==> config.mk <==
export PLATFORM = sky130hd
export DESIGN_NAME = imem_boot_arb
export DESIGN_NICKNAME = d
export VERILOG_FILES = /design/src/rtl/imem_pkg.sv /design/src/rtl/imem_ram.sv /design/src/rtl/imem_boot_arb.sv
export SDC_FILE = /design/constraint.sdc
export NUM_CORES = 2
export LEC_CHECK = 0
export BUFFER_PORTS_ARGS = -buffer_cell sky130_fd_sc_hd__buf_2
export CAP_MARGIN = 10
export CORE_AREA = 2 2 351 439
export DETAILED_ROUTE_END_ITERATION = 10
export DIE_AREA = 0 0 353 441
export PLACE_DENSITY = 0.62
export SLEW_MARGIN = 10
export SYNTH_ARGS = -nofsm -noshare
export SYNTH_HDL_FRONTEND = slang
export SYNTH_SLANG_ARGS = --single-unit
==> constraint.sdc <==
create_clock -name clk -period 10.4 [get_ports clk]
set_input_delay 2.08 -clock clk [delete_from_list [all_inputs] [get_ports clk]]
set_output_delay 2.08 -clock clk [all_outputs]
set_load 0.05 [all_outputs]
==> src/rtl/imem_pkg.sv <==
// Shared types and constants for the instruction-memory boot loader and arbiter.
package imem_pkg;
  typedef enum logic {LOAD = 1'b0, RUN = 1'b1} boot_state_t;

  localparam logic [31:0] NOP_INSTR  = 32'hE1A00000;
  localparam int          IMEM_DEPTH = 64;
endpackage

==> src/rtl/imem_ram.sv <==
// Instruction RAM: DEPTH x 32, synchronous write, asynchronous read through one shared address.
// With BOOT_LOAD=0 the contents are expected to come from the device's memory initialisation.
module imem_ram #(
  parameter int DEPTH = 64,
  parameter int AW    = $clog2(DEPTH)
) (
  input  logic          clk,
  input  logic          we,
  input  logic [AW-1:0] addr,
  input  logic [31:0]   wdata,
  output logic [31:0]   rdata
);
  logic [31:0] mem [DEPTH];

  always_ff @(posedge clk) begin
    if (we) mem[addr] <= wdata;
  end

  assign rdata = mem[addr];
endmodule

==> src/rtl/imem_boot_arb.sv <==
// Boot-load sequencer: fills the instruction RAM from a loader stream while stalling the core,
// then hands the RAM read port to the fetch path until a reload is requested.
module imem_boot_arb
  import imem_pkg::*;
#(
  parameter int          DEPTH     = IMEM_DEPTH,
  parameter int          AW        = $clog2(DEPTH),
  parameter bit          BOOT_LOAD = 1'b1,
  parameter logic [31:0] NOP       = NOP_INSTR
) (
  input  logic        clk,
  input  logic        reset_n,
  input  logic        ld_valid,
  output logic        ld_ready,
  input  logic [31:0] ld_data,
  input  logic        ld_last,
  input  logic        boot_req,
  input  logic [31:0] pc,
  output logic [31:0] instr,
  output logic        cpu_stall,
  output logic        fetch_fault,
  output logic        load_done,
  output logic        load_err,
  output logic [AW:0] word_count
);
  localparam boot_state_t RST_STATE = BOOT_LOAD ? LOAD : RUN;
  localparam logic [AW:0] DEPTH_W   = (AW+1)'(DEPTH);

  boot_state_t   state, state_nxt;
  logic          hs, in_range, ram_we, addr_fault;
  logic [AW-1:0] ram_addr;
  logic [31:0]   ram_rdata;
  logic          unused_pc_lsb;

  assign hs            = ld_valid & ld_ready;
  assign in_range      = word_count < DEPTH_W;
  assign ram_we        = hs & in_range;
  assign addr_fault    = |pc[31:AW+2];
  assign unused_pc_lsb = ^pc[1:0];
  // One RAM port: the loader owns the address in LOAD, the fetch path in RUN.
  assign ram_addr      = (state == LOAD) ? word_count[AW-1:0] : pc[AW+1:2];

  imem_ram #(.DEPTH(DEPTH), .AW(AW)) u_ram (
    .clk   (clk),
    .we    (ram_we),
    .addr  (ram_addr),
    .wdata (ld_data),
    .rdata (ram_rdata)
  );

  always_ff @(posedge clk or negedge reset_n) begin
    if (!reset_n) state <= RST_STATE;
    else          state <= state_nxt;
  end

  always_comb begin
    state_nxt = state;
    case (state)
      LOAD:    if (hs && ld_last) state_nxt = RUN;
      RUN:     if (boot_req)      state_nxt = LOAD;
      default: state_nxt = RST_STATE;
    endcase
  end

  always_comb begin
    ld_ready    = 1'b0;
    cpu_stall   = 1'b0;
    fetch_fault = 1'b0;
    instr       = NOP;
    case (state)
      LOAD: begin
        ld_ready  = 1'b1;
        cpu_stall = 1'b1;
      end
      RUN: begin
        fetch_fault = addr_fault;
        instr       = addr_fault ? NOP : ram_rdata;
      end
      default: ;
    endcase
  end

  // Overflow words are still accepted so the loader never stalls; the count saturates.
  always_ff @(posedge clk or negedge reset_n) begin
    if (!reset_n) begin
      word_count <= '0;
      load_err   <= 1'b0;
      load_done  <= 1'b0;
    end else begin
      load_done <= hs & ld_last;
      if (state == RUN && boot_req) begin
        word_count <= '0;
        load_err   <= 1'b0;
      end else if (hs) begin
        if (in_range) word_count <= word_count + 1'b1;
        else          load_err   <= 1'b1;
      end
    end
  end
endmodule

# --- After elaboration in Yosys (flattened, before gate mapping) ---
# Memories as Yosys holds them, arrays and structs flattened.
# Index checks and enable logic that the tools add are counted.
op_classes:
  n_addsub: 1
  mul: 0
  div: 0
  magnitude_cmp: 1
  eq_ne: 1
  n_shift: 0
  muxes: 16
  n_bitwise: 4
  n_reduce_logical: 7
op_table:
  columns: ["op", "n"]
  rows:
  - ["two-way mux 32 bit", 2]
  - ["OR reduction 24 bit", 1]
  - ["two-way mux 7 bit", 3]
  - ["two-way mux 1 bit", 9]
  - ["adder 7 x 1 -> 7 bit (second input constant)", 1]
  - ["less-than comparator 7 bit (second input constant)", 1]
  - ["two-way mux 6 bit", 1]
  - ["AND reduction 2 bit", 2]
  - ["nonzero test 2 bit", 2]
  - ["AND 1 bit", 3]
  - ["logical AND 1 bit", 2]
  - ["inequality test 2 x 1 -> 1 bit (second input constant)", 1]
  - ["one-hot mux 1 bit (2 select lines)", 1]
  - ["inverter 1 bit", 1]
totals:
  ff_bits: 10
  latchBits: 0
  ramBits: 2048
  romBits: 0
  input_bits: 69
  output_inout_bits: 44
  word_cells: 35
  mem_count: 1
mem_list:
  columns: ["name", "depth", "width", "read_ports", "rd_clocked_by_memory_dff", "wr", "line_no", "rtl"]
  rows:
  - ["u_ram.mem", 64, 32, 1, 0, 1, "imem_ram.sv:13", "logic [31:0] mem [DEPTH];"]

# --- Longest topological paths before layout ---
logic_depth:
  word_depth: 5
  mapped_depth: 11
  ltp_nobuf: 6

# --- Hierarchy ---
# From an unflattened synthesis, not the netlist that was laid out.
unflattened:
  cells_unflattened: 4335
  area_unflattened_um2: 79206.0
by_module_without_submodules:
  columns: ["module", "n_inst", "cells_per_inst", "area_per_inst_um2", "seq_area_each_um2"]
  rows:
  - ["imem_ram", 1, 4207, 78287.6, 61499.0]
  - ["imem_boot_arb", 1, 128, 918.4, 250.2]

# --- Least setup slack after synthesis ---
# OpenSTA, ideal clock, no wires.
synth_timing:
  path_kind: "input to output"
  start: "input pc[2]"
  end: "output instr[0]"
  arrival_time_ns: 5.256
  path_slack_ns: 3.064
  stages: 10
  cell_sequence: "buf_2 -> or4bb_1 -> clkbuf_1 -> and2_1 -> buf_4 -> buf_2 -> o22ai_1 -> o41ai_1 -> o2111ai_1 -> a2111oi_1"
synth_between:
  elab_chain_len: 4
synth_lines:
  columns: ["element", "line_no", "rtl"]
  rows:
  - ["start, declared", "imem_boot_arb.sv:18", "input logic [31:0] pc,"]
  - ["two-way mux 6 bit", "imem_boot_arb.sv:41", "assign ram_addr = (state == LOAD) ? word_count[AW-1:0] : pc[AW+1:2];"]
  - ["memory read (64 x 32 bit)", null, null]
  - ["two-way mux 32 bit", "imem_boot_arb.sv:77", "instr = addr_fault ? NOP : ram_rdata;"]
  - ["two-way mux 32 bit", "imem_boot_arb.sv:70", "case (state)"]
  - ["end, declared", "imem_boot_arb.sv:19", "output logic [31:0] instr,"]
# Every way passes these cells.

# --- Worst setup path in the final report ---
layout_timing:
  start: "input pc[4]"
  end: "output instr[12]"
# Same word-level chain as after synthesis.

==> flow_summary.json <==
{
  "status": "finished, final reports clean",
  "grt_pass1_vias": 43700,
  "drt_iter0_markers": 8356,
  "setup_ws_ps": 1810,
  "synth_simple_gate_area_frac": 0.0363,
  "final_area_mm2": 0.0851,
  "hold_start": "load_err",
  "drv_slew": 0,
  "grt.total_usage": 0.333,
  "ios": 113,
  "r2r_end": "u_ram.mem[16][26]",
  "cp.arrival_ps": 6510,
  "synth_cells": 4259,
  "clockBufferDepth": 3,
  "yosys_warnings": 0,
  "yosysUniqueCellTypes": 74,
  "clock_latency_ps": 840,
  "cts_tree": "built",
  "timing.critical_path.required_ps": 8320,
  "first_pass_iters": 6,
  "dpl_worst_slack_ps": 1800,
  "slew_headroom": 0.125,
  "period_share": 0.826,
  "drc": 0,
  "clock-sinks": 2058,
  "skew_ps": 30.7,
  "rows": 160,
  "cts_made_buffers": 189,
  "drt.antenna.violating_nets": 0,
  "synthArstFlopShare": 0.00486,
  "die_x_um": 353,
  "synth_fa_ha_area_frac": 0.000166,
  "area_growth_pct": 13.0,
  "wirelength_mm": 264,
  "antenna_found_initial": 21,
  "start_kind": "input pin",
  "synth_ff_type": "edfxtp_1",
  "hold_viol": 0,
  "start_util": 0.496,
  "core_area_mm2": 0.152,
  "dpl_cell_area_mm2": 0.0792,
  "worstHoldEndpoint": "load_err",
  "gp_congestion": 0.871,
  "avgSynthCellArea_um2": 17.7,
  "synth_fp_nets": 4329,
  "grt_max_degree": 78,
  "num_vias": 46900,
  "rsz0062_at_grt": "false",
  "r2r_cells": 6,
  "fillerInstances": 11600,
  "path_class": "in2out",
  "synth-xor-area-share": 0.000465,
  "io_buffers": 110,
  "yosysSeqAreaShare": 0.820,
  "cap_violations": 0,
  "worstHoldPathCells": 2,
  "grt_overflow_total": 0,
  "wire_per_inst_um": 39.8,
  "synthMuxAreaShare": 0.00751,
  "drt-vias-per-instance": 7.08,
  "tns_ps": 0,
  "register_area_mm2": 0.0618,
  "crit_path_end_kind": "output port",
  "setup_viol": 0,
  "die_y_um": 441,
  "cts-htree-levels": 4,
  "dp_hpwl_mm": 144,
  "multiInputGateArea_mm2": 0.0127,
  "clk_pin_slew_ps": 60,
  "synth_compound_area_frac": 0.115,
  "drive_above_1_share": 0.149,
  "pwr_density_cell_mw_per_mm2": 229,
  "p_leak_nw": 26.2,
  "max_freq_mhz": 116,
  "grt_pass1_wl_mm": 357,
  "cts_resized": 0,
  "tightestPinTransition_ps": 1310,
  "hold_buffers": 0,
  "worst-path-max-fanout": 29,
  "post-cts-setup-buffer-count": 0,
  "finalNetCount": 4520,
  "syn_area_mm2": 0.0753,
  "fp.dieArea_mm2": 0.156,
  "regToRegSetupSlack_ps": 4890,
  "hold_slack_ps": 557,
  "hp-class": "reg2reg",
  "cts_root_buf": "clkbuf_16",
  "synth_edf_count": 2048,
  "synth_seq_cells": 2058,
  "synth_top_family_by_area": "compound AO/OA/AOI/OAI gates",
  "ir_worst_vdd_mv": 0.193,
  "layout_min_cycle_time_ps": 8590,
  "r2r-start": "state"
}
[worst max-delay path by stage]
stage / startpoint / end / slack (ps) / cells past startpoint
floorplan: pc[2] / instr[0] / 3060 / 10
global placement: pc[4] / instr[22] / 1770 / 9
detailed placement: pc[4] / instr[22] / 1800 / 9
CTS: pc[4] / instr[22] / 1790 / 9
global route: pc[4] / instr[22] / 1840 / 9
finish: pc[4] / instr[12] / 1810 / 8
[area by class of cell]
type                       instances  share of cell area
timing repair buffer             290              0.0254
sequential                      2058               0.726
multi-input combinational       1906               0.149
inverter                           5            0.000221
antenna                           10            0.000294
clock buffer                     243              0.0597
tap                             2025              0.0298
clock inverter                    96             0.00922
[Yosys cell counts (3+ instances only)]
library cell  count  area share
buf_1            16     0.00080
o22ai_1         661       0.055
a32o_1           19      0.0025
a41oi_1          15      0.0017
and3_1            4     0.00033
o31ai_1          26      0.0026
a31oi_1          46      0.0038
dfrtp_1          10      0.0033
edfxtp_1       2048        0.82
or4b_1            3     0.00040
o22a_1            7     0.00081
a22oi_1         150       0.015
mux2_2           26      0.0039
inv_1             5     0.00025
nand2_1         219       0.011
nand4_1          18      0.0015
a2111oi_2         5      0.0010
mux2i_1          22      0.0029
buf_6            13      0.0019
clkbuf_1         89      0.0044
buf_2           140      0.0093
nor2_1          115      0.0057
a311o_1          41      0.0055
a21oi_1         183       0.012
o41ai_1          46      0.0054
or4_1            20      0.0020
nand3_1          14     0.00093
buf_4            31      0.0031
nor3_1           50      0.0033
nor4_1           86      0.0071
nand4bb_1         4     0.00060
and2_1           12      0.0010
a222oi_1         20      0.0027
o21ai_0          20      0.0013
o2111ai_1        23      0.0027
o221ai_1          5     0.00058
[layer usage]
metal	share of wire	up-vias	track usage	routed length, um
met3	0.13	833	0.0746	33800
li1	-	18200	-	-
met1	0.35	24000	0.433	91400
met5	0.00022	-	0	57
met2	0.46	3885	0.523	121000
met4	0.065	10	0.189	17200
[through the flow]
stage / cells / util / power [mW]
2_1_floorplan: 4259 / - / 11.3
3_3_place_gp: 6284 / 0.522 / 12.8
3_5_place_dp: 6284 / 0.522 / 12.8
4_1_cts: 6623 / 0.560 / 19.4
5_1_grt: 6626 / 0.560 / 19.9
6_report: 6633 / 0.561 / 19.5
[cells by family after synthesis]
| logic type | Yosys count |
|---|---|
| compound gates | 1287 |
| mux | 51 |
| buf+inv | 295 |
| simple gates | 563 |
| fa+ha+maj | 1 |
| xor+xnor | 4 |
| flops | 2058 |
[power by group]
part	switching, mW	internal (mW)
sequential	0.0622	9.22
combinational	2.51	0.972
clock	3.01	3.73
total	5.58	13.9
[sequential cells by signal, summed over array words and instances (netlist names)]
| signal | cells |
|---|---|
| load_done | 1 |
| state | 1 |
| u_ram.mem | 2048 |
| word_count | 7 |
| load_err | 1 |
[cell usage in the layout, fill, tap and decap left out, types with 21 or more instances in the layout]
master / n
a21oi_1: 183
a22oi_1: 150
a311o_1: 41
a31oi_1: 46
buf_12: 21
buf_2: 110
buf_4: 159
clkbuf_1: 47
clkbuf_16: 196
clkinv_1: 46
clkinv_2: 26
edfxtp_1: 2048
mux2_2: 25
nand2_1: 203
nor2_1: 50
nor2_4: 64
nor3_1: 49
nor4_1: 82
o2111ai_1: 23
o22ai_1: 660
o31ai_1: 26
o41ai_1: 46
[worst max-delay path, stage by stage]
cell	delay, ps
buf_2	260
nand4bb_2	710
and2_4	640
o22ai_1	180
o41ai_1	830
o2111ai_1	490
nor4_1	800
buf_2	400
Note: power is estimated with default switching activity, not from simulation.
